==> src/rtl/adxl_pkg.sv <==
// adxl_pkg: shared constants and FSM state type for the ADXL362 transaction
// scheduler. The DEVID constants exist only when ADXL_ID_CHECK_EN is defined.
package adxl_pkg;

    // ADXL362 register map (subset used by the scheduler)
    localparam logic [7:0] ADXL_REG_XDATA_L    = 8'h0E;
    localparam logic [7:0] ADXL_REG_SOFT_RESET = 8'h1F;
    localparam logic [7:0] ADXL_REG_FILTER_CTL = 8'h2C;
    localparam logic [7:0] ADXL_REG_POWER_CTL  = 8'h2D;

    // SPI command bytes
    localparam logic [7:0] ADXL_CMD_WRITE = 8'h0A;
    localparam logic [7:0] ADXL_CMD_READ  = 8'h0B;

    // Register values
    localparam logic [7:0] ADXL_SRST_CODE   = 8'h52;
    localparam logic [7:0] ADXL_PWR_MEASURE = 8'h02;

`ifdef ADXL_ID_CHECK_EN
    localparam logic [7:0] ADXL_REG_DEVID = 8'h00;
    localparam logic [7:0] ADXL_DEVID_VAL = 8'hAD;
`endif

    typedef enum logic [3:0] {
        ST_IDLE      = 4'd0,
        ST_SRST_WR   = 4'd1,
        ST_SRST_WAIT = 4'd2,
        ST_ID_RD     = 4'd3,
        ST_FILT_WR   = 4'd4,
        ST_PWR_WR    = 4'd5,
        ST_RUN_WAIT  = 4'd6,
        ST_RD_XY     = 4'd7,
        ST_PUBLISH   = 4'd8,
        ST_ERR       = 4'd9
    } adxl_state_e;

    // States that own an SPI transaction (request, ack, done)
    function automatic logic is_txn_state(input adxl_state_e s);
        return (s == ST_SRST_WR) || (s == ST_ID_RD) || (s == ST_FILT_WR) ||
               (s == ST_PWR_WR)  || (s == ST_RD_XY);
    endfunction

endpackage

==> src/rtl/adxl_rate_tick.sv <==
// adxl_rate_tick: sample-rate period counter with a 1-deep pending flag.
// The counter only runs while 'run' is high and restarts from zero each time
// 'run' rises. A tick that finds the flag already set (and not being taken in
// the same cycle) is dropped and latches the sticky overrun flag.
module adxl_rate_tick #(
    parameter int PERIOD = 40000
) (
    input  logic clk,
    input  logic rst_n,
    input  logic run,
    input  logic take,
    output logic pending,
    output logic overrun
);

    localparam int CNT_W = $clog2(PERIOD + 1);

    logic [CNT_W-1:0] cnt;
    logic             tick;

    assign tick = run && (cnt == CNT_W'(PERIOD - 1));

    // Period counter: held at zero while stopped, wraps on each tick
    always_ff @(posedge clk) begin
        if (!rst_n || !run) begin
            cnt <= '0;
        end else if (tick) begin
            cnt <= '0;
        end else begin
            cnt <= cnt + CNT_W'(1);
        end
    end

    // Pending flag and sticky overrun; a take in the tick cycle frees the slot
    always_ff @(posedge clk) begin
        if (!rst_n) begin
            pending <= 1'b0;
            overrun <= 1'b0;
        end else if (!run) begin
            pending <= 1'b0;
        end else begin
            if (tick) begin
                pending <= 1'b1;
            end else if (take) begin
                pending <= 1'b0;
            end
            if (tick && pending && !take) begin
                overrun <= 1'b1;
            end
        end
    end

endmodule

==> src/rtl/adxl_txn_sched.sv <==
// adxl_txn_sched: owns the ADXL362 SPI transaction engine. Runs soft reset,
// settle wait, optional DEVID check, FILTER_CTL and POWER_CTL writes, then
// periodic 4-byte XDATA_L..YDATA_H burst reads published as x_raw/y_raw.
// Optional feature macro: ADXL_ID_CHECK_EN (adds the DEVID read state).
//
// Engine handshake: txn_req rises with rw/addr/wdata/len already valid and
// all of them hold until the engine returns a one-cycle txn_ack; txn_req
// drops the cycle after txn_ack. Read bytes then arrive as rd_valid/rd_data
// strobes and the transaction ends with a one-cycle txn_done. A request is
// never withdrawn once raised (except by rst_n).
module adxl_txn_sched
    import adxl_pkg::*;
#(
    parameter int         CLK_HZ         = 4000000,
    parameter int         SAMPLE_HZ      = 100,
    parameter int         SRST_WAIT_CYC  = 2000,
    parameter logic [7:0] FILTER_CTL_VAL = 8'h13,
    parameter int         TIMEOUT_CYC    = 1024
) (
    input  logic        clk,
    input  logic        rst_n,
    input  logic        enable,
    output logic        txn_req,
    input  logic        txn_ack,
    output logic        txn_rw,
    output logic [7:0]  txn_addr,
    output logic [7:0]  txn_wdata,
    output logic [2:0]  txn_len,
    input  logic        rd_valid,
    input  logic [7:0]  rd_data,
    input  logic        txn_done,
    output logic [15:0] x_raw,
    output logic [15:0] y_raw,
    output logic        xy_valid,
    output logic        init_done,
    output logic        err,
    output logic        overrun,
    output logic [3:0]  dbg_state
);

    localparam int TICK_PERIOD = CLK_HZ / SAMPLE_HZ;
    localparam int WAIT_W      = $clog2(SRST_WAIT_CYC + 1);
    localparam int TO_W        = $clog2(TIMEOUT_CYC + 1);

    adxl_state_e       state;
    adxl_state_e       state_nx;
    logic              acked;
    logic [TO_W-1:0]   to_cnt;
    logic [WAIT_W-1:0] wait_cnt;
    logic [7:0]        rd_byte [4];
    logic [2:0]        byte_cnt;
    logic [7:0]        txn_cmd;
    logic              in_txn;
    logic              txn_end;
    logic              to_expired;
    logic              wait_over;
    logic              burst_full;
    logic              take_pending;
    logic              tick_pending;
`ifdef ADXL_ID_CHECK_EN
    logic              id_bad;
`endif

    assign in_txn     = is_txn_state(state);
    assign txn_end    = in_txn && acked && txn_done;
    assign to_expired = in_txn && acked && !txn_done && (to_cnt == TO_W'(TIMEOUT_CYC - 1));
    assign wait_over  = (wait_cnt == WAIT_W'(SRST_WAIT_CYC - 1));
    assign burst_full = (byte_cnt == 3'd4);
    assign take_pending = (state == ST_RUN_WAIT) && (state_nx == ST_RD_XY);
    assign dbg_state  = state;
`ifdef ADXL_ID_CHECK_EN
    assign id_bad     = (byte_cnt == 3'd0) || (rd_byte[0] != ADXL_DEVID_VAL);
`endif

    adxl_rate_tick #(
        .PERIOD (TICK_PERIOD)
    ) u_rate_tick (
        .clk     (clk),
        .rst_n   (rst_n),
        .run     (init_done),
        .take    (take_pending),
        .pending (tick_pending),
        .overrun (overrun)
    );

    // State register
    always_ff @(posedge clk) begin
        if (!rst_n) begin
            state <= ST_IDLE;
        end else begin
            state <= state_nx;
        end
    end

    // Ack tracking and ack-to-done timeout counter
    always_ff @(posedge clk) begin
        if (!rst_n || !in_txn || txn_end) begin
            acked  <= 1'b0;
            to_cnt <= '0;
        end else if (!acked && txn_ack) begin
            acked  <= 1'b1;
            to_cnt <= '0;
        end else if (acked) begin
            to_cnt <= to_cnt + TO_W'(1);
        end
    end

    // Post-soft-reset settle timer
    always_ff @(posedge clk) begin
        if (!rst_n || (state != ST_SRST_WAIT)) begin
            wait_cnt <= '0;
        end else begin
            wait_cnt <= wait_cnt + WAIT_W'(1);
        end
    end

    // Read byte capture: slots 0..3 in arrival order, extra bytes ignored
    always_ff @(posedge clk) begin
        if (!rst_n) begin
            byte_cnt <= '0;
            for (int i = 0; i < 4; i++) begin
                rd_byte[i] <= '0;
            end
        end else if (in_txn && !acked && txn_ack) begin
            byte_cnt <= '0;
        end else if (in_txn && acked && txn_rw && rd_valid && (byte_cnt < 3'd4)) begin
            rd_byte[byte_cnt[1:0]] <= rd_data;
            byte_cnt               <= byte_cnt + 3'd1;
        end
    end

    // Sample registers: load on a complete burst, hold otherwise
    always_ff @(posedge clk) begin
        if (!rst_n) begin
            x_raw <= '0;
            y_raw <= '0;
        end else if ((state == ST_RD_XY) && txn_end && burst_full) begin
            x_raw <= {rd_byte[1], rd_byte[0]};
            y_raw <= {rd_byte[3], rd_byte[2]};
        end
    end

    // Next-state logic; ERR is terminal until rst_n, IDLE implies err=0
    always_comb begin
        state_nx = state;
        case (state)
            ST_IDLE: begin
                if (enable) state_nx = ST_SRST_WR;
            end
            ST_SRST_WR: begin
                if (to_expired)   state_nx = ST_ERR;
                else if (txn_end) state_nx = enable ? ST_SRST_WAIT : ST_IDLE;
            end
            ST_SRST_WAIT: begin
                if (!enable) begin
                    state_nx = ST_IDLE;
                end else if (wait_over) begin
`ifdef ADXL_ID_CHECK_EN
                    state_nx = ST_ID_RD;
`else
                    state_nx = ST_FILT_WR;
`endif
                end
            end
`ifdef ADXL_ID_CHECK_EN
            ST_ID_RD: begin
                if (to_expired)   state_nx = ST_ERR;
                else if (txn_end) state_nx = id_bad ? ST_ERR : (enable ? ST_FILT_WR : ST_IDLE);
            end
`endif
            ST_FILT_WR: begin
                if (to_expired)   state_nx = ST_ERR;
                else if (txn_end) state_nx = enable ? ST_PWR_WR : ST_IDLE;
            end
            ST_PWR_WR: begin
                if (to_expired)   state_nx = ST_ERR;
                else if (txn_end) state_nx = enable ? ST_RUN_WAIT : ST_IDLE;
            end
            ST_RUN_WAIT: begin
                if (!enable)          state_nx = ST_IDLE;
                else if (tick_pending) state_nx = ST_RD_XY;
            end
            ST_RD_XY: begin
                if (to_expired)      state_nx = ST_ERR;
                else if (txn_end)    state_nx = burst_full ? ST_PUBLISH : (enable ? ST_RUN_WAIT : ST_IDLE);
            end
            ST_PUBLISH: begin
                state_nx = enable ? ST_RUN_WAIT : ST_IDLE;
            end
            ST_ERR: begin
                state_nx = ST_ERR;
            end
            default: begin
                state_nx = ST_IDLE;
            end
        endcase
    end

    // Outputs: request fields are a pure function of state, so they stay put until ack
    always_comb begin
        txn_cmd   = ADXL_CMD_WRITE;
        txn_addr  = 8'h00;
        txn_wdata = 8'h00;
        txn_len   = 3'd0;
        case (state)
            ST_SRST_WR: begin
                txn_addr  = ADXL_REG_SOFT_RESET;
                txn_wdata = ADXL_SRST_CODE;
            end
`ifdef ADXL_ID_CHECK_EN
            ST_ID_RD: begin
                txn_cmd  = ADXL_CMD_READ;
                txn_addr = ADXL_REG_DEVID;
                txn_len  = 3'd1;
            end
`endif
            ST_FILT_WR: begin
                txn_addr  = ADXL_REG_FILTER_CTL;
                txn_wdata = FILTER_CTL_VAL;
            end
            ST_PWR_WR: begin
                txn_addr  = ADXL_REG_POWER_CTL;
                txn_wdata = ADXL_PWR_MEASURE;
            end
            ST_RD_XY: begin
                txn_cmd  = ADXL_CMD_READ;
                txn_addr = ADXL_REG_XDATA_L;
                txn_len  = 3'd4;
            end
            default: begin
                txn_cmd = ADXL_CMD_WRITE;
            end
        endcase
        txn_req   = in_txn && !acked;
        txn_rw    = (txn_cmd == ADXL_CMD_READ);
        init_done = (state == ST_RUN_WAIT) || (state == ST_RD_XY) || (state == ST_PUBLISH);
        err       = (state == ST_ERR);
        xy_valid  = (state == ST_PUBLISH);
    end

endmodule

==> config.mk <==
export PLATFORM = sky130hd
export DESIGN_NAME = adxl_txn_sched
export DESIGN_NICKNAME = d
export VERILOG_FILES = /design/src/rtl/adxl_pkg.sv /design/src/rtl/adxl_rate_tick.sv /design/src/rtl/adxl_txn_sched.sv
export SDC_FILE = /design/constraint.sdc
export NUM_CORES = 1
export LEC_CHECK = 0
export CAP_MARGIN = 20
export CORE_UTILIZATION = 52
export DETAILED_ROUTE_END_ITERATION = 8
export PLACE_DENSITY = 0.83
export SLEW_MARGIN = 20
export SYNTH_ARGS = -nofsm -noshare
export SYNTH_HDL_FRONTEND = slang
export SYNTH_HIERARCHICAL = 1
export SYNTH_SLANG_ARGS = --single-unit
==> constraint.sdc <==
create_clock -name clk -period 2.2 [get_ports clk]
set_input_delay 0.33 -clock clk [delete_from_list [all_inputs] [get_ports clk]]
set_output_delay 0.33 -clock clk [all_outputs]
set_load 0.02 [all_outputs]
==> results.json, run 1 <==
{
  "cp.arrival_ps": 2370,
  "cp_slowest_cell": "or4_4",
  "ys_warn_count": 6,
  "initial_core_util_pct": 54.5,
  "min_path_type": "flip-flop to flip-flop",
  "swShare_pct": 24.5,
  "drt-met1-wl_um": 4180,
  "synth_top_area_share_pct": 33.2,
  "hold_viol_final": 0,
  "antenna_found_initial": 0,
  "core_um2": 8850,
  "ant_nets": 0,
  "diodes": 0,
  "setup_ws_ps": 107,
  "place_ws_ps": 84.1,
  "route.detailed.drc": 7,
  "worstHoldStart": "x_raw[11]",
  "clkTransAtPathRegs_ps": 110,
  "period_share_pct": 95.1,
  "worst_r2r_path_depth": 7,
  "skew_ps": 19.0,
  "ys_seq_elements": 112,
  "maxSlewViolCount": 0,
  "overflow": 0,
  "clk_path_buf_depth": 2,
  "cts_inserted_buffers": 9,
  "regToRegStartpoint": "to_cnt[1]",
  "fin_cells": 686,
  "setup_tns_ps": 0,
  "wirelength_um": 9500,
  "period_needed_ps": 2090,
  "placedCellCount": 670,
  "end_kind": "flip-flop",
  "p_total_mw": 3.52,
  "drive_gt1_share_pct": 9.17,
  "fin_nets": 592,
  "grt_pass1_vias": 3465,
  "vdd_drop_max_mv": 0.473,
  "yosysMostFrequentCell": "nand2_1",
  "h-tree-depth": 3,
  "path_cells": "ha_2 > nand2_1 > or4_4 > a2111o_1 > a21oi_1 > nand2b_1 > a21oi_1",
  "synth-main-ff-cell": "dfxtp_1",
  "nFillCells": 707,
  "track_usage_pct": 20.7,
  "power_leakage_nw": 2.11,
  "dr.pass1.iters": 7,
  "post-cts-setup-buffers": 0,
  "wl_met3_um": 454,
  "internal-power_mw": 2.66,
  "ys_types": 48,
  "syn_area_per_cell_um2": 9.50,
  "grt_setup_unrepaired": "false",
  "insertion_delay_ps": 370,
  "crit_path_max_fanout": 4,
  "synth_edf_count": 32,
  "p_comb_share_pct": 4.9,
  "cts_tree": "done",
  "die_h_um": 98.3,
  "grt_max_degree": 33,
  "p_seq_share_pct": 61.3,
  "synth_area_um2": 4820,
  "clock-sinks": 112,
  "dr.max_layer_used": "met4",
  "r2r_setup_slack_ps": 110,
  "max_stage_delay_ps": 530,
  "die_area_um2": 9660,
  "ctsHoldBuffers": 0,
  "ys_top_cells_by_count": "nand2_1 (88), dfxtp_1 (80), nor2_1 (49), and2_1 (34)",
  "grt_first_pass_wirelength_um": 15800,
  "hold_depth": 2,
  "cp.required_ps": 2480,
  "final_core_util_pct": 66.0,
  "dpl.hpwl_um": 6870,
  "crit_type": "flip-flop to flip-flop",
  "setup.worst_path.start": "to_cnt[1]",
  "status": "finished with violations",
  "routed-via-count": 3661,
  "fmax_mhz": 478,
  "rows": 34,
  "drt_iter0_markers": 158,
  "io_buffers": 66,
  "area_growth_pct": 21.3,
  "drv_cap": 0,
  "io_pins": 75,
  "yosysSeqAreaShare_pct": 53.2,
  "root_buffer": "clkbuf_8",
  "viasPerCell": 5.34,
  "p_clk_share_pct": 33.8,
  "die_x_um": 98.3,
  "power.switching_mw": 0.863,
  "async_flop_share_pct": 0,
  "tightest_slew_ps": 520,
  "yosys-top-cells-area": "dfxtp_1 (33%), edfxtp_1 (20%), nand2_1 (6.9%)",
  "syn_inst": 507,
  "cpMostUsedCell": "a21oi_1",
  "crit_path_start_kind": "flip-flop",
  "yosysTopAreaCell": "dfxtp_1",
  "wl_per_cell_um": 13.9,
  "dr_wl_met2_um": 4710,
  "setup_viol": 0,
  "pwr_density_cell_nw_per_um2": 603,
  "maxSlewHeadroom_pct": 65.0,
  "violations": "DRC",
  "gp_congestion": 0.880
}
-- metrics by stage --
stage | instance area [um2] | hold slack (ps)
after floorplan | 4900 | 426
after global placement | 5640 | 440
after detailed placement | 5640 | 458
after CTS | 5820 | 474
after global routing | 5840 | 498
final | 5840 | 467
-- metal layers --
layer / track usage [%] / vias up
li1: - / 1827
met1: 24.7 / 1721
met2: 36.2 / 99
met3: 4.94 / 14
met4: 7.81 / 0
met5: 0 / -
-- final timing paths --
path / to
setup / recovery: u_rate_tick/pending
hold / removal: x_raw[11]
hold reg to reg: x_raw[11]
setup reg to reg: u_rate_tick/pending
-- cell usage in the layout (no fill, tap or decap), types with 13 or more instances in the layout --
master,netlist,layout
dfxtp_1,80,76
nand4_1,14,14
xnor2_1,18,18
edfxtp_1,32,32
buf_4,11,13
a21boi_0,32,32
inv_1,15,14
nor2_1,49,46
xor2_1,14,14
clkdlybuf4s50_1,0,51
nand2_1,88,87
and2_1,34,34
-- registers in the layout, summed over array words and instances (netlist names) --
name                 flops
dbg_state                4
rd_byte                 32
u_rate_tick/overrun      1
to_cnt                  11
x_raw                   16
u_rate_tick/cnt         16
y_raw                   16
wait_cnt                11
acked                    1
u_rate_tick/pending      1
byte_cnt                 3
-- final cells by class --
cell class | instances | area [um2] | share of cell area, %
clock buffers | 9 | 124 | 2.12
clock inverters | 7 | 70.1 | 1.20
inverters | 15 | 56.3 | 0.964
multi-input cells | 354 | 2080 | 35.7
flip-flops and latches | 112 | 2570 | 44.1
well taps | 108 | 135 | 2.31
repair buffers | 81 | 798 | 13.7
-- power by group through the flow --
stage	Combinational, mW	Sequential [mW]	Clock (mW)
2_1_floorplan	0.109	2.20	0
3_3_place_gp	0.181	2.21	0
3_5_place_dp	0.183	2.21	0
4_1_cts	0.174	2.16	1.22
5_1_grt	0.185	2.16	1.29
6_report	0.174	2.16	1.19
-- critical path, delay by kind of cell (launching register included) --
kind,cells,cell delay [ps]
AO/OA/AOI/OAI,3,650
adder cells (fa/ha/maj),1,200
flip-flops,1,360
AND/OR/NAND/NOR,3,790
-- logic make-up after synthesis --
logic type      count (synthesis)  share of synthesized area, %
compound gates                 67                          9.92
xor+xnor                       32                          5.82
fa+ha+maj                       5                          1.30
buf+inv                        48                          4.80
flops                         112                          53.2
mux                             2                         0.415
other cells                     1                        0.0778
simple gates                  240                          24.5
-- timing repair --
item                                    4_1_cts  5_1_grt
endpoints found under the setup margin       12        7
cloned                                        0        0
gates resized for setup                      12        8
Power figures use the tool's default switching activity.
==> run 2, diff against run 1 <==
--- a/config.mk
+++ b/config.mk
@@ -9,7 +9,7 @@
 export CORE_UTILIZATION = 52
 export DETAILED_ROUTE_END_ITERATION = 8
 export PLACE_DENSITY = 0.83
-export SLEW_MARGIN = 20
+export SLEW_MARGIN = 10
 export SYNTH_ARGS = -nofsm -noshare
 export SYNTH_HDL_FRONTEND = slang
 export SYNTH_HIERARCHICAL = 1
==> results of run 2 <==
The final DEF is identical to that of run 1; final timing and power are the same.
==> run 3, diff against run 2 <==
==> constraint.sdc (replaced) <==
create_clock -name clk -period 2.6 [get_ports clk]
set_input_delay 0.39 -clock clk [delete_from_list [all_inputs] [get_ports clk]]
set_output_delay 0.39 -clock clk [all_outputs]
set_load 0.02 [all_outputs]
==> run 3 against run 2 <==
  * Setup slack improved by 40 ps
  * Global-route usage grew 0.55 points
  * Total power decreased by 12%
  * Register-to-register slack improved by 230 ps
  * Critical path depth is 3 lower
  * Utilization shrank 1.1 points
  * Highest routed layer unchanged
  * Routed wire length up 2.9%
  * Die area unchanged
  * Clock skew shrank 4.2 ps
  * Final cell count fell by 1.5%
  * Sequential cell count did not move
  * The flow still finishes with violations (DRC)
  * Sequential power fell by 15%
==> results.json, run 3 (same netlist as run 1, synthesis figures left out) <==
{
  "grt_max_degree": 46,
  "die_area_um2": 9660,
  "violations": "DRC",
  "root_buffer": "clkbuf_8",
  "initial_core_util_pct": 54.5,
  "gp_congestion": 0.840,
  "io_buffers": 66,
  "status": "finished with violations",
  "post-cts-setup-buffers": 0,
  "setup_tns_ps": 0,
  "wirelength_um": 9770,
  "cts_tree": "done",
  "regToRegStartpoint": "to_cnt[0]",
  "maxSlewHeadroom_pct": 65.7,
  "setup_viol": 0,
  "largest_reg_flops": 32,
  "power_leakage_nw": 1.94,
  "pwr_density_cell_nw_per_um2": 539,
  "drive_gt1_share_pct": 6.69,
  "end_kind": "output port",
  "worstHoldStart": "y_raw[3]",
  "period_needed_ps": 2450,
  "skew_ps": 14.8,
  "r2r_setup_slack_ps": 340,
  "hold_viol_final": 0,
  "maxSlewViolCount": 0,
  "die_h_um": 98.3,
  "worst_r2r_path_depth": 7,
  "min_to": "y_raw[3]",
  "track_usage_pct": 21.3,
  "rows": 34,
  "top_register": "rd_byte",
  "route.detailed.drc": 4,
  "dpl.hpwl_um": 6930,
  "grt_first_pass_wirelength_um": 16400,
  "fin_nets": 582,
  "insertion_delay_ps": 370,
  "p_total_mw": 3.09,
  "grt_setup_unrepaired": "false",
  "clock-sinks": 112,
  "diodes": 0,
  "clk_path_buf_depth": 2,
  "drv_cap": 0,
  "grt_pass1_vias": 3443,
  "ctsHoldBuffers": 0,
  "ant_nets": 0,
  "viasPerCell": 5.31,
  "dr.pass1.iters": 8,
  "area_growth_pct": 19.2,
  "io_pins": 75,
  "crit_path_start_kind": "flip-flop",
  "cp.required_ps": 2210,
  "drt_iter0_markers": 151,
  "tightest_slew_ps": 513,
  "cts_inserted_buffers": 9,
  "crit_path_max_fanout": 12,
  "hold_depth": 2,
  "final_common_cell": "nand2_1",
  "antenna_found_initial": 0,
  "core_um2": 8850,
  "crit_type": "flip-flop to output port",
  "r2r_end": "u_rate_tick/pending",
  "cp.arrival_ps": 2060,
  "min_path_type": "flip-flop to flip-flop",
  "h-tree-depth": 3,
  "holdWs_ps": 470,
  "clkTransAtPathRegs_ps": 120,
  "fmax_mhz": 408,
  "mostFrequentLayoutCells": "nand2_1 (88), dfxtp_1 (76), clkdlybuf4s50_1 (66)",
  "wl_per_cell_um": 14.5,
  "die_x_um": 98.3,
  "vdd_drop_max_mv": 0.328,
  "overflow": 0,
  "routed-via-count": 3592,
  "period_share_pct": 94.3
}
[run 3: critical path, cell delays in order, from the launching register on]
cell,delay [ps]
dfxtp_2,480
inv_1,140
a21o_1,230
a21oi_1,190
clkdlybuf4s50_1,650
[run 3: how the worst max path moves through the flow]
stage / startpoint / to / slack, ps / depth (start not counted)
after CTS: dbg_state[2] / txn_addr[2] / 30 / 4
final: dbg_state[2] / txn_addr[2] / 150 / 4
after global placement: rd_valid / rd_byte[1][3] / 370 / 5
after detailed placement: rd_valid / rd_byte[1][3] / 250 / 5
after global routing: dbg_state[2] / txn_addr[2] / 50 / 4
after floorplan: dbg_state[3] / u_rate_tick/cnt[15] / 40 / 9
[run 3: timing repair]
action | CTS | global route
setup endpoints to repair | 1 | 5
hold endpoints to repair | 0 | 0
resized for setup | 1 | 6
[run 3: final cells by class]
cell class                 count  area, um2
clock buffer                   9        124
clock inverter                 7       96.3
fill                         740       3100
inverter                      15       56.3
multi-input combinational    354       2070
sequential                   112       2570
tap                          108        135
timing repair buffer          71        698
[run 3: metrics by stage]
step | utilization, % | setup WS (ps) | instances | area [um2]
global route | 64.9 | 48.0 | 676 | 5740
CTS | 64.7 | 30.6 | 676 | 5730
floorplan | - | 44.1 | 514 | 4840
detailed placement | 62.2 | 251 | 660 | 5510
finish | 64.9 | 147 | 676 | 5740
global placement | 62.2 | 367 | 660 | 5510
[run 3: power by group]
| group | switching (mW) | internal, mW | total (mW) |
|---|---|---|---|
| Combinational | 0.0882 | 0.0605 | 0.149 |
| Clock | 0.637 | 0.478 | 1.12 |
| Sequential | 0.0123 | 1.82 | 1.83 |
[run 3: routing by layer]
metal	global-route usage, %	vias up	part of all wire [%]
met1	27.2	1687	46
met4	8.04	0	1.7
met2	36.4	83	48
met5	0	-	0
li1	-	1806	-
met3	3.36	16	3.7
==> variant 1: new RTL, settings of run 2 <==
Set the parameter `FILTER_CTL_VAL` to 8'h09 (it was 8'h13).
--- a/src/rtl/adxl_txn_sched.sv
+++ b/src/rtl/adxl_txn_sched.sv
@@ -14,7 +14,7 @@
     parameter int         CLK_HZ         = 4000000,
     parameter int         SAMPLE_HZ      = 100,
     parameter int         SRST_WAIT_CYC  = 2000,
-    parameter logic [7:0] FILTER_CTL_VAL = 8'h13,
+    parameter logic [7:0] FILTER_CTL_VAL = 8'h09,
     parameter int         TIMEOUT_CYC    = 1024
 ) (
     input  logic        clk,
Function: same outputs for any inputs over 10 cycles, from zero or initial values and one cycle with rst_n low; that may be too few to reach the edited logic, so the function may still have changed.
==> variant 1 against run 2 <==
- cell count is the same
- sequential cell count is the same
- global-route usage grew 0.30 points
- total power grew 2.4%
- cell area shrank 0.19%
- worst setup slack gained 0.0087 ns
- die area grew 1.1%
- hold slack is essentially flat
- synthesized area grew 1.2%
- wire length grew 2.2%
- highest routed layer unchanged
==> variant 1: results (changes against run 2) <==
Total number of vias = 3,624 (-1.0%)
Req. time, crit path = 1.87 ns (-0.61 ns)
First-pass GRT wire length = 16,200 um (+2.6%)
Critical path origin = dbg_state[0]
Worst slew pin tran = 0.599 ns (+0.0784 ns)
Gr usage total = 0.210 (+0.00301)
Port-buffer cells = 67 (+1.5%)
Worst-path maximum fanout = 8 (+4)
Synth cell count leaders = nand2_1, dfxtp_1, nor2_1, a21boi_0, and2_1
CP arrival = 1.75 ns (-0.62 ns)
Cell internal pwr = 2740 uW (+3.1%)
Vias in the first global route = 3,510 (+1.3%)
Core area = 0.00889 mm2 (+0.48%)
Largest net degree at the start of global routing = 35 (+6.1%)
Slowest stage delay, CP = 0.64 ns (+0.11 ns)
Area contributors post-synth = dfxtp_1, edfxtp_1, nand2_1, a21boi_0, and2_1
Detail-routed via count per cell = 5.28 (-1.0%)
Root Buffer = clkbuf_8
R2R Setup Slk = 0.15 ns (+0.04 ns)
DRT iter0 DRCs = 96 (-39%)
RR Startpoint = dbg_state[1]
Layout cells sized above 1 = 0.0830 (-0.00865)
Crit-path leading delay family = buffers and inverters
DP Wirelength = 7190 um (+4.6%)
P_leak = 0.00201 uW (-4.7%)
Post-Synthesis Cells = 510 (+0.59%)
Status = completed
CP max stage cell = clkdlybuf4s50_1
Clock Skews = 0.0217 ns (+0.00269 ns)
Post-cts resize count = 18 (+6)
Seq/Total Area, Yosys = 0.526 (-0.00614)
Detailed Routing Iterations Pass 1 = 5 (-2)
Cell variety after synth = 50 (+4.2%)
Place WS = 0.0756 ns (-0.00849 ns)
[variant 1: worst paths after layout]
check,to,cells after the start
hold reg to reg,wait_cnt[0],1
setup reg to reg,u_rate_tick/cnt[8],6
setup / recovery,txn_wdata[1],3
hold / removal,wait_cnt[0],1
[variant 1: area by class of cell]
class	count	area, um2
Fill cell	716	3060
Sequential cell	112	2570
Multi-Input combinational cell	357	2100
Timing Repair Buffer	82	790
Clock buffer	11	153
Tap cell	108	135
Clock inverter	5	47.5
Inverter	11	41.3
[variant 1: power by group through the flow]
stage	clock, uW	sequential, uW	combinational, uW
after floorplan	0	2210	146
after global placement	0	2210	235
after detailed placement	0	2210	239
after CTS	1230	2170	229
after global routing	1310	2170	245
final	1210	2170	228
[variant 1: per-layer routing]
layer,track usage,vias to the layer above,share of wire
met5,0,-,0
met4,0.0769,0,0.018
met1,0.246,1702,0.43
met2,0.384,84,0.51
li1,-,1823,-
met3,0.0376,15,0.038
[variant 1: cell families after synthesis]
group	share of synthesized area
other	0.000769
xor gates and xnor gates	0.0593
AOI/OAI and AO/OA	0.0914
adders and majority gates	0.0128
DFF	0.526
buffers and inverters	0.0534
and+or+nand+nor	0.255
muxes	0.00205
[variant 1: metrics by stage]
step | utilization | cell area, um2 | hold WS [ns]
global route | 0.656 | 5830 | 0.495
finish | 0.656 | 5830 | 0.468
floorplan | - | 4930 | 0.426
detailed placement | 0.635 | 5640 | 0.447
CTS | 0.656 | 5830 | 0.470
global placement | 0.635 | 5640 | 0.438
==> variant 2: new RTL, config.mk and constraints of run 2 <==
Without the edit above. Reset style: asynchronous (`rst_n`), changed in 4 clocked blocks.
--- a/src/rtl/adxl_rate_tick.sv
+++ b/src/rtl/adxl_rate_tick.sv
@@ -32,7 +32,7 @@
     end
 
     // Pending flag and sticky overrun; a take in the tick cycle frees the slot
-    always_ff @(posedge clk) begin
+    always_ff @(posedge clk or negedge rst_n) begin
         if (!rst_n) begin
             pending <= 1'b0;
             overrun <= 1'b0;
--- a/src/rtl/adxl_txn_sched.sv
+++ b/src/rtl/adxl_txn_sched.sv
@@ -84,7 +84,7 @@
     );
 
     // State register
-    always_ff @(posedge clk) begin
+    always_ff @(posedge clk or negedge rst_n) begin
         if (!rst_n) begin
             state <= ST_IDLE;
         end else begin
@@ -115,7 +115,7 @@
     end
 
     // Read byte capture: slots 0..3 in arrival order, extra bytes ignored
-    always_ff @(posedge clk) begin
+    always_ff @(posedge clk or negedge rst_n) begin
         if (!rst_n) begin
             byte_cnt <= '0;
             for (int i = 0; i < 4; i++) begin
@@ -130,7 +130,7 @@
     end
 
     // Sample registers: load on a complete burst, hold otherwise
-    always_ff @(posedge clk) begin
+    always_ff @(posedge clk or negedge rst_n) begin
         if (!rst_n) begin
             x_raw <= '0;
             y_raw <= '0;
Behaviour: differs if rst_n is asserted again (counterexample within 4 cycles, from zero or initial values and one cycle with rst_n low); with rst_n held inactive, the same outputs for 10 cycles.
==> variant 2 against run 2 <==
- sequential cell count did not move
- wire length is 5.6% higher
- count of clock-buffer cells in the layout unchanged
- cell count shrank 7.9%
- synthesized area is 5.6% higher
- global-route usage up 0.11 points
- register-to-register slack better by 0.02 ns
- worst setup slack got worse by 0.027 ns
- cell area increased by 4.6%
- non-clock buffer count down 1
- first-iteration DRC count down 23%
- critical path depth fell by 3
Power is not compared: it rests on default switching activity, and its combinational part moved more than twofold at a synthesized area within 25%.
==> variant 2: results (changes against run 2) <==
Status = completed
Place WS = 0.0689 ns (-0.0152 ns)
Headroom to the max-slew limit = 0.459 (-0.191)
Initial antenna violation count = 0 (unchanged)
Synth async-reset ratio = 0.652 (+0.652)
Clock Skews = 0.0160 ns (-0.00297 ns)
Worst-path maximum fanout = 13 (+9)
Biggest register = rd_byte
CTS Buf Count = 9 (unchanged)
Largest register FFs = 32 (unchanged)
Clock transition at path regs = 0.11 ns (about the same)
P_leak = 0.00275 uW
RD Place Congestion = 0.872 (-0.84%)
HP Class = primary input to asynchronous set/reset pin
CP arrival = 1.79 ns (-0.58 ns)
Ys Warns = 6 (unchanged)
Cell variety after synth = 53 (+10%)
FILL cells = 714 (+0.99%)
Final Max Slew Viols = 0 (unchanged)
DP Wirelength = 7120 um (+3.6%)
Clock Tree Buf Depth = 2 (unchanged)
GRT met1 Usage = 0.280 (+0.0332)
Layout Nets = 519 (-12%)
Routed wire length = 10,000 um (+5.6%)
Seq/Total Area, Yosys = 0.513 (-0.0193)
Area contributors post-synth = dfrtp_1, dfxtp_1, mux2_4, mux2_2, xnor2_1
DRT iter0 DRCs = 122 (-23%)
Setup Viol. Count Final = 0 (unchanged)
Detailed Routing Iterations Pass 1 = 4 (-3)
Synth cell count leaders = dfrtp_1, nor2_1, dfxtp_1, mux2_4, mux2_2
Met2 Use GR = 0.351 (-0.0115)
Maximum vdd ir drop = 0.000485 V
Port-buffer cells = 66 (unchanged)
Clock Latency Late Sink = 0.38 ns
Largest net degree at the start of global routing = 68 (+110%)
Total number of vias = 3,339 (-8.8%)
Layout cells sized above 1 = 0.250 (+0.159)
Gr usage total = 0.208 (+0.00115)
Vias in the first global route = 3,245 (-6.3%)
Met3 usage = 0.0319 (-0.0175)
# H-tree levels = 3 (unchanged)
# diodes = 0 (unchanged)
First-pass GRT wire length = 16,400 um (+3.9%)
Root Buffer = clkbuf_8
variant 2: per-layer routing:
layer / part of all wire / vias to the layer above / wire length, um
met5: 0 / - / 0
met4: 0.012 / 0 / 124
met3: 0.032 / 13 / 322
met2: 0.51 / 79 / 5070
met1: 0.45 / 1660 / 4520
li1: - / 1587 / -
variant 2: layout make-up:
type / count / share of cell area
Multi-Input combinational cell: 284 / 0.382
Timing Repair Buffer: 80 / 0.124
Tap cell: 129 / 0.0264
Sequential cell: 112 / 0.428
Inverter: 11 / 0.00676
Clock inverter: 7 / 0.0133
Clock buffer: 9 / 0.0203
variant 2: final timing paths:
path	slack, ns	from	cells past startpoint	to
setup reg to reg	0.13	dbg_state[3]	5	rd_byte[13]
setup / recovery	0.08	dbg_state[3]	4	txn_wdata[4]
hold reg to reg	0.45	wait_cnt[0]	1	wait_cnt[0]
min in group clk	0.45	wait_cnt[0]	1	wait_cnt[0]
max in group asynchronous	0.85	rst_n	3	x_raw[9]
hold / removal	0.33	rst_n	2	dbg_state[2]
variant 2: worst max-delay path, stage by stage (launching register included):
cell and delay [ns]:
dfrtp_2 0.54, nand2b_1 0.23, nor3_2 0.06, or2_2 0.27, dlygate4sd2_1 0.32
variant 2: kinds of logic (layout without fill, tap and decap cells):
kind of cell | Yosys count | after routing | share of synthesized area
buffers and inverters | 34 | 107 | 0.0411
adders and majority gates | 7 | 7 | 0.0172
AOI/OAI and AO/OA | 24 | 24 | 0.0305
xor gates and xnor gates | 34 | 34 | 0.0585
other | 1 | 8 | 0.000737
DFF | 112 | 112 | 0.513
and+or+nand+nor | 145 | 145 | 0.170
muxes | 66 | 66 | 0.169
variant 2: what timing repair did:
item	in CTS	in global routing
endpoints found under the setup margin	16	7
hold buffers	1	0
setup buffers	0	2
cloned	0	0
endpoints found under the hold margin	6	0
resized for setup	22	8
variant 2: power breakdown:
group	total (uW)	internal, uW	switching, uW
registers	2200	2110	92.8
logic	1140	475	662
clock network	1220	460	764
total	4560	3040	1520
variant 2: stage by stage:
step	util	instances	cell area [um2]
detailed placement	0.626	613	5870
global route	0.652	632	6110
CTS	0.649	630	6080
floorplan	-	430	5110
global placement	0.626	613	5870
finish	0.652	632	6110
